## src/rtl/rv32i_pc_rf_alu_if.sv

```systemverilog
// Datapath bus between the control unit / memories and the RV32I PC + register file + ALU core.
// The master side (control) drives PC-next, register-file and ALU controls; the slave side is the core.
interface rv32i_pc_rf_alu_if;
  logic [31:0] pc_next;
  logic [31:0] pc;
  logic        we;
  logic [4:0]  addr1_r;
  logic [4:0]  addr2_r;
  logic [4:0]  addr3_w;
  logic [31:0] data_in;
  logic [31:0] imm;
  logic        alu_src;
  logic [3:0]  op;
  logic        u_s;
  logic [31:0] rd1;
  logic [31:0] rd2;
  logic [31:0] alu_res;
  logic        zero;

  // No handshake: inputs are sampled on every rising clk edge, outputs are combinational/registered.
  modport master (
    output pc_next, we, addr1_r, addr2_r, addr3_w, data_in, imm, alu_src, op, u_s,
    input  pc, rd1, rd2, alu_res, zero
  );

  modport slave (
    input  pc_next, we, addr1_r, addr2_r, addr3_w, data_in, imm, alu_src, op, u_s,
    output pc, rd1, rd2, alu_res, zero
  );
endinterface

```

## src/rtl/rv32i_pc_rf_alu.sv

```systemverilog
// Single-cycle RV32I datapath: PC register, 32x32 register file and ALU with operand-B mux.
// Optional macro RF_BYPASS_EN makes register reads write-first (same-edge write data forwarded).
module rv32i_pc_rf_alu #(
  parameter logic [31:0] RESET_PC = 32'h0000_0000
) (
  input logic              clk,
  input logic              rst,
  rv32i_pc_rf_alu_if.slave bus
);

  logic [31:0] pc_q;
  logic [31:0] regs [32];
  logic [31:0] rd1_c;
  logic [31:0] rd2_c;
  logic [31:0] op_b;
  logic [4:0]  shamt;
  logic [31:0] alu_c;
  logic        wr_active;

  assign wr_active = bus.we && rst && (bus.addr3_w != 5'd0);

  always_ff @(posedge clk) begin
    if (!rst) begin
      pc_q <= RESET_PC;
      for (int i = 0; i < 32; i++) regs[i] <= '0;
    end else begin
      // Bit 0 is always cleared so JALR targets land on an even address.
      pc_q <= bus.pc_next & 32'hFFFF_FFFE;
      if (wr_active) regs[bus.addr3_w] <= bus.data_in;
    end
  end

  function automatic logic [31:0] rf_read(input logic [4:0] addr);
    logic [31:0] v;
    v = (addr == 5'd0) ? 32'd0 : regs[addr];
`ifdef RF_BYPASS_EN
    if (wr_active && (bus.addr3_w == addr)) v = bus.data_in;
`else
    // Read-before-write: the stored value is returned even during a write to the same register.
`endif
    return v;
  endfunction

  always_comb begin
    rd1_c = rf_read(bus.addr1_r);
    rd2_c = rf_read(bus.addr2_r);
  end

  assign op_b  = bus.alu_src ? bus.imm : rd2_c;
  assign shamt = op_b[4:0];

  always_comb begin
    alu_c = 32'd0;
    case (bus.op)
      4'b0000: alu_c = rd1_c + op_b;
      4'b0001: alu_c = rd1_c - op_b;
      4'b0010: alu_c = rd1_c << shamt;
      4'b0011: alu_c = bus.u_s ? {31'd0, (rd1_c < op_b)}
                               : {31'd0, ($signed(rd1_c) < $signed(op_b))};
      4'b0100: alu_c = rd1_c ^ op_b;
      4'b0101: alu_c = rd1_c >> shamt;
      4'b0110: alu_c = $unsigned($signed(rd1_c) >>> shamt);
      4'b0111: alu_c = rd1_c | op_b;
      4'b1000: alu_c = rd1_c & op_b;
      4'b1001: alu_c = op_b;
      default: alu_c = 32'd0;
    endcase
  end

  assign bus.pc      = pc_q;
  assign bus.rd1     = rd1_c;
  assign bus.rd2     = rd2_c;
  assign bus.alu_res = alu_c;
  assign bus.zero    = ~|alu_c;

endmodule

```

## src/flat_wrapper.sv

```systemverilog
// flat-port wrapper written by rule: the top's interface ports become plain ports
module rv32i_pc_rf_alu_flat 
#(
  parameter logic [31:0] RESET_PC = 32'h0000_0000
)
  (clk, rst, bus_pc_next, bus_we, bus_addr1_r, bus_addr2_r, bus_addr3_w, bus_data_in, bus_imm, bus_alu_src, bus_op, bus_u_s, bus_pc, bus_rd1, bus_rd2, bus_alu_res, bus_zero);
  rv32i_pc_rf_alu_if bus_i ();
  input logic clk;
  input logic rst;
  input wire logic [$bits(bus_i.pc_next)-1:0] bus_pc_next;
  input wire logic [$bits(bus_i.we)-1:0] bus_we;
  input wire logic [$bits(bus_i.addr1_r)-1:0] bus_addr1_r;
  input wire logic [$bits(bus_i.addr2_r)-1:0] bus_addr2_r;
  input wire logic [$bits(bus_i.addr3_w)-1:0] bus_addr3_w;
  input wire logic [$bits(bus_i.data_in)-1:0] bus_data_in;
  input wire logic [$bits(bus_i.imm)-1:0] bus_imm;
  input wire logic [$bits(bus_i.alu_src)-1:0] bus_alu_src;
  input wire logic [$bits(bus_i.op)-1:0] bus_op;
  input wire logic [$bits(bus_i.u_s)-1:0] bus_u_s;
  output wire logic [$bits(bus_i.pc)-1:0] bus_pc;
  output wire logic [$bits(bus_i.rd1)-1:0] bus_rd1;
  output wire logic [$bits(bus_i.rd2)-1:0] bus_rd2;
  output wire logic [$bits(bus_i.alu_res)-1:0] bus_alu_res;
  output wire logic [$bits(bus_i.zero)-1:0] bus_zero;
  assign bus_i.pc_next = bus_pc_next;
  assign bus_i.we = bus_we;
  assign bus_i.addr1_r = bus_addr1_r;
  assign bus_i.addr2_r = bus_addr2_r;
  assign bus_i.addr3_w = bus_addr3_w;
  assign bus_i.data_in = bus_data_in;
  assign bus_i.imm = bus_imm;
  assign bus_i.alu_src = bus_alu_src;
  assign bus_i.op = bus_op;
  assign bus_i.u_s = bus_u_s;
  assign bus_pc = bus_i.pc;
  assign bus_rd1 = bus_i.rd1;
  assign bus_rd2 = bus_i.rd2;
  assign bus_alu_res = bus_i.alu_res;
  assign bus_zero = bus_i.zero;
  rv32i_pc_rf_alu #(.RESET_PC(RESET_PC)) u_core (.clk(clk), .rst(rst), .bus(bus_i));
endmodule
```

## config.mk

```make
export PLATFORM = sky130hd
export DESIGN_NAME = rv32i_pc_rf_alu_flat
export DESIGN_NICKNAME = d
export VERILOG_FILES = /design/src/rtl/rv32i_pc_rf_alu_if.sv /design/src/rtl/rv32i_pc_rf_alu.sv /design/src/flat_wrapper.sv
export SDC_FILE = /design/constraint.sdc
export NUM_CORES = 2
export LEC_CHECK = 0
export CORE_ASPECT_RATIO = 1.2
export CORE_UTILIZATION = 45
export CTS_BUF_LIST = sky130_fd_sc_hd__clkbuf_2
export DETAILED_ROUTE_END_ITERATION = 8
export PLACE_DENSITY_LB_ADDON = 0.15
export SETUP_SLACK_MARGIN = 0.3
export SYNTH_ARGS = -nofsm -noshare
export SYNTH_HDL_FRONTEND = slang
export SYNTH_SLANG_ARGS = --single-unit
```

## constraint.sdc

```tcl
create_clock -name clk -period 15.33 [get_ports clk]
set_input_delay 3.066 -clock clk [delete_from_list [all_inputs] [get_ports clk]]
set_output_delay 3.066 -clock clk [all_outputs]
set_load 0.05 [all_outputs]
```

==> Word-level counts from Yosys, hierarchy flattened <==
Memories as Yosys holds them, arrays and structs flattened.
Cells that the tools add are included.
{ "totals": {"ff_bits": 32, "ramBits": 1024, "wordCells": 43, "mem_count": 1} }
{ "mem_list": {"columns": ["memory", "words", "width", "rd", "rd_clocked_by_memory_dff", "write_ports", "line_no", "source"], "rows": [
  ["u_core.regs", 32, 32, 2, 0, 32, "rv32i_pc_rf_alu.sv:12", "logic [31:0] regs [32];"]
]} }
{ "op_classes": {"addsub": 2, "n_lt_le_gt_ge": 2, "n_eq_ne": 9, "n_shift": 3, "n_mux": 12, "n_bitwise": 3, "reduce_logical": 9} }
{ "ops": {"columns": ["cell", "n"], "rows": [
  ["32-bit one-hot mux with 10 select lines", 1],
  ["32-bit 2-to-1 mux", 4],
  ["32-bit less-than comparator", 2],
  ["32-bit OR reduction", 2],
  ["32-bit adder", 1],
  ["32-bit bitwise AND", 1],
  ["32-bit OR", 1],
  ["32-bit by 5-bit << shifter with 32-bit output", 1],
  ["32-bit by 5-bit right shift with 32-bit output", 1],
  ["32-bit by 5-bit >>> shifter with 32-bit output", 1],
  ["32-bit subtractor", 1],
  ["32-bit bitwise XOR", 1],
  ["4-bit by 3-bit == test with 1-bit output (second input constant)", 4],
  ["5-bit logical NOT", 2],
  ["4-bit by 2-bit == test with 1-bit output (second input constant)", 2],
  ["4-bit == test (second input constant)", 2],
  ["1-bit 2-to-1 mux", 6],
  ["5-bit 2-to-1 mux", 1],
  ["5-bit nonzero test", 1],
  ["4-bit by 1-bit == test with 1-bit output (second input constant)", 1],
  ["4-bit logical NOT", 1],
  ["1-bit logical AND", 2],
  ["1-bit logical NOT", 1]
]} }

==> Logic depth before layout (Yosys ltp) <==
{ "logic_depth": {"ltp_word": 8, "depth_mapped": 29, "mapped_depth_nobuf": 23} }

==> Worst setup path before layout <==
No wires, ideal clock.
{ "synth_path": {"path_kind": "input port to output port", "startpoint": "input port bus_addr2_r[2]", "endpoint": "output port bus_zero", "t_arrival_ns": 11.369, "t_required_ns": 12.264, "slack_ns": 0.895, "stages": 24, "path_buffers": 5, "path_cell_list": "clkbuf_1 > buf_2 > buf_1 > buf_1 > mux4_2 > nand2_1 > a21oi_1 > nor2b_1 > a21oi_1 > ha_1 > clkbuf_1 > or4_1 > o2111ai_1 > a21oi_1 > o311ai_1 > a2111oi_0 > o41ai_1 > a21oi_1 > o21ba_2 > a221oi_1 > o221ai_1 > nor2_1 > or4b_2 > nor4b_2"} }
{ "synth_between": {"elab_cells_between_ends": 18} }
{ "synth_rtl": {"columns": ["item", "line_no", "source"], "rows": [
  ["start: declaration", "flat_wrapper.sv:13", "input wire logic [$bits(bus_i.addr2_r)-1:0] bus_addr2_r;"],
  ["memory read 32 x 32 bit / 5-bit logical NOT (equally long branches)", null, null],
  ["32-bit 2-to-1 mux *", "rv32i_pc_rf_alu.sv:35", "v = (addr == 5'd0) ? 32'd0 : regs[addr];"],
  ["via bus_rd2[5]", "flat_wrapper.sv:22", "output wire logic [$bits(bus_i.rd2)-1:0] bus_rd2;"],
  ["32-bit 2-to-1 mux *", "rv32i_pc_rf_alu.sv:49", "assign op_b = bus.alu_src ? bus.imm : rd2_c;"],
  ["32-bit subtractor / 32-bit adder (equally long branches)", "rv32i_pc_rf_alu.sv:56, rv32i_pc_rf_alu.sv:55", null],
  ["32-bit one-hot mux with 10 select lines *", "rv32i_pc_rf_alu.sv:54", "case (bus.op)"],
  ["via bus_alu_res[28]", "flat_wrapper.sv:23", "output wire logic [$bits(bus_i.alu_res)-1:0] bus_alu_res;"],
  ["32-bit OR reduction *", "rv32i_pc_rf_alu.sv:74", "assign bus.zero = ~|alu_c;"],
  ["1-bit logical NOT *", "rv32i_pc_rf_alu.sv:74", null],
  ["end: declaration", "flat_wrapper.sv:24", "output wire logic [$bits(bus_i.zero)-1:0] bus_zero;"]
]} }
Mark *: on every way through the listed nets, which the timed path passes. The rest lies on a longest branch.

==> Final worst setup path <==
{ "layout_path": {"startpoint": "input port bus_addr2_r[0]", "endpoint": "output port bus_zero"} }
{ "layout_between": {"elab_chain_cells": 8, "elab_cells_between_ends": 18} }
{ "layout_lines": {"columns": ["item", "line_no", "source"], "rows": [
  ["memory read 32 x 32 bit / 5-bit logical NOT (equally long branches)", null, null],
  ["32-bit 2-to-1 mux *", "rv32i_pc_rf_alu.sv:35", null],
  ["32-bit 2-to-1 mux *", "rv32i_pc_rf_alu.sv:49", null],
  ["32-bit less-than comparator (on tied branches)", "rv32i_pc_rf_alu.sv:59, rv32i_pc_rf_alu.sv:58", null],
  ["1-bit 2-to-1 mux", "rv32i_pc_rf_alu.sv:58", "4'b0011: alu_c = bus.u_s ? {31'd0, (rd1_c < op_b)}"],
  ["32-bit one-hot mux with 10 select lines *", "rv32i_pc_rf_alu.sv:54", null],
  ["32-bit OR reduction *", "rv32i_pc_rf_alu.sv:74", null],
  ["1-bit logical NOT *", "rv32i_pc_rf_alu.sv:74", null]
]} }
Every way passes the cells marked *; elsewhere a longest branch is shown, timed or not.

==> results.md <==
* Worst path max stage delay at approximately 1.1 ns
* Final Setup Violations at 0
* Static leakage power at between 20 and 30 nW
* Largest net degree at the start of global routing at 90
* Via count at between 50000 and 60000
* Post-layout nets at 5767
* # H-tree levels at 5
* CP top delay family: compound AO/OA/AOI/OAI gates
* Layout cells sized above 1 at 0.241
* Top cell type's share of synthesized area at 0.467
* CP Capture Type: output port
* Worst Path Max Fanout at 35
* Vias in the first global route at just over 50000
* PostCTS Resize Cnt at 0
* CTS tree: yes
* Number of I/O pins at around 250
* Fmax at 68.7 MHz
* Post-Route WL at 304000 µm
* Asr flop ratio synth at 0
* DRC Markers at 0
* Syn Inst Count at roughly 5200
* Power per Cell Area at around 100 mW/mm²
* DRT Pass-1 Iters at 6
* Hold Crit Endpoint: u_core.bus.pc[9]
* # hold bufs at CTS at 0
* Req. time, crit path at around 12 ns
* DIE WIDTH at roughly 350 µm
* Top_reg_cell synth: edfxtp_1
* DR iter-0 viols at about 7700
* Die area at approximately 0.15 mm²
* Clock tree buffer depth at 4
* Setup_tns at 0 ns
* Max-Cap Viols at 0
* Clk sinks at around 1100
* Initial antenna violation count at 55
* Top cells by area, synth: edfxtp_1, mux4_2, and2_1, mux2i_1, ha_1
* Effective utilization at floorplan at 0.454
* Synthesized flop and latch total at ~1100
* DRT antenna net count at 0
* Core area at 0.145 mm²
* HPWL Detailed at around 200000 µm
* Wirelength per Cell at roughly 40 µm
* GR Overflow Total at 0
* Area Overhead vs Synth at 11.7%
* Sequential cell area fraction in the yosys report at 0.476
* Worst path slowest cell: a2111oi_2
* Final-layout fill cell count at roughly 13000
* Commonest non-fill, non-tap cells in the layout: and2_1, edfxtp_1, mux4_2, clkbuf_2, mux2i_1
* Final Hold Fails at 0
* Critical path's most frequent cell: a21oi_1
* Die height at around 420 µm
* Pins Over Slew Limit at 0
* Buffers added on ports at about 250
* # rows at ~150
* Slew margin rel. at 0.0766
* Final worst-path cycle share at 0.949
* Clk root buf: clkbuf_2
* Crit path time final at between 10 and 15 ns
* Syn Std Cell Area at approximately 0.066 mm²
* Total CTS buffers at between 200 and 300
* Non-filler cells, final at about 7700
* GP Congestion at between 1 and 1.5
* VDD IR-drop max at slightly above 0.08 mV
* HP Class: primary input to register
* Type of the worst setup path: primary input to output port
* Outcome: completed
* Hold path depth at 2
* Measured slew at the worst slew-check pin at approximately 1.4 ns
* Buf+Inv Stages, Crit Path at 6
* RSZ-0062 raised after global routing: false
* Distinct cells, synth at 101
* WP data arrival at 11.49 ns
* Post-synth EDFFs at between 1000 and 1500
* Syn. warnings at 0
* Total GRT Usage at 0.410
* Via-to-Cell Ratio at roughly 6.7
* Commonest non-fill, non-tap cell in the layout: and2_1
* Placed insts at roughly 7200
* CP Cell Sequence: buf_8 -> buf_4 -> buf_4 -> mux4_2 -> mux4_2 -> mux2i_1 -> o21ai_1 -> inv_1 -> ha_1 -> inv_1 -> a21oi_1 -> o311ai_0 -> a21oi_1 -> o311ai_1 -> a2111oi_2 -> o41ai_1 -> a21oi_1 -> o21ba_2 -> o221a_2 -> o221ai_1 -> nor2_1 -> or4b_2 -> nor4b_2 -> buf_12
* Mean Syn Cell Area at between 10 and 15 µm²
* Setup crit start kind: primary input
* Area leader, netlist: edfxtp_1
* Beginning of the worst hold path: rst
* First-pass GRT wire length at around 400000 µm
* Post-CTS Setup Bufs at 0
* CTS clk-pin slew, worst paths at about 0.11 ns
-- state kept, by name (all words and copies together) (netlist names) --
signal / flops
u_core.bus.pc: 31
u_core.regs: 1024
-- per-stage QoR --
step                      hold WS [ns]   util  cell area, µm²  worst slack [ns]  total power, mW
after floorplan                   3.19      -           66000             0.895             4.80
after global placement            3.49  0.491           71300              1.21             5.80
after detailed placement          3.50  0.491           71300              1.13             5.81
after CTS                         1.68  0.506           73400              1.11             7.65
after global routing              1.72  0.507           73500             0.712             7.93
final                             1.82  0.507           73600             0.777             7.72
-- area by class of cell --
| type | instances | area, µm² | share of cell area |
|---|---|---|---|
| Clock inverter | 57 | 282 | 0.00383 |
| Sequential cell | 1055 | 31400 | 0.427 |
| Tap cell | 1937 | 2420 | 0.0330 |
| Multi-Input combinational cell | 3602 | 32500 | 0.442 |
| Clock buffer | 377 | 1890 | 0.0257 |
| Antenna cell | 28 | 70.1 | 0.000953 |
| Timing Repair Buffer | 509 | 4610 | 0.0627 |
| Inverter | 105 | 397 | 0.00539 |
-- worst max path at each step --
stage / slack, ns / start / cells past startpoint / to
after floorplan: 0.90 / bus_addr2_r[2] / 24 / bus_zero
after global placement: 1.21 / bus_addr1_r[3] / 28 / bus_zero
after detailed placement: 1.13 / bus_addr1_r[3] / 28 / bus_zero
after CTS: 1.11 / bus_addr1_r[3] / 28 / bus_zero
after global routing: 0.71 / bus_addr1_r[3] / 29 / bus_zero
final: 0.78 / bus_addr2_r[0] / 24 / bus_zero
-- logic make-up (layout without fill, tap and decap cells) --
logic type      Yosys count  in the layout  share of synthesized area
xor+xnor                 10             10                    0.00133
flops                  1055           1055                      0.476
other cells               1             61                  0.0000570
simple gates           1799           1799                      0.155
mux                     826            826                      0.218
buf+inv                 598           1048                     0.0423
fa+ha+maj                99             99                     0.0190
compound gates          835            835                     0.0886
-- metal layers --
layer	GRT usage	routed length (µm)	vias up
met5	0	149	-
met4	0.337	28800	22
met3	0.127	34900	992
met2	0.626	138000	3892
met1	0.471	101000	26000
li1	-	-	20700
-- where the power goes --
group          switching [mW]  total (mW)  internal [mW]
registers              0.0813        3.40           3.32
logic                    1.65        2.45          0.796
clock network            1.18        1.87          0.687
-- cell usage after synthesis (33+ instances only) --
| cell | number |
|---|---|
| a22oi_1 | 79 |
| o21ai_0 | 141 |
| clkbuf_1 | 314 |
| mux2_2 | 70 |
| edfxtp_1 | 1024 |
| a21oi_1 | 143 |
| a211oi_1 | 33 |
| inv_1 | 92 |
| and2_1 | 1042 |
| o22ai_1 | 70 |
| nand3_1 | 51 |
| buf_2 | 75 |
| buf_4 | 34 |
| buf_6 | 38 |
| mux2i_1 | 276 |
| ha_1 | 97 |
| mux4_2 | 477 |
| nor2_1 | 248 |
| nand2_1 | 201 |
| nor3_1 | 43 |
Power figures use the tool's default switching activity.
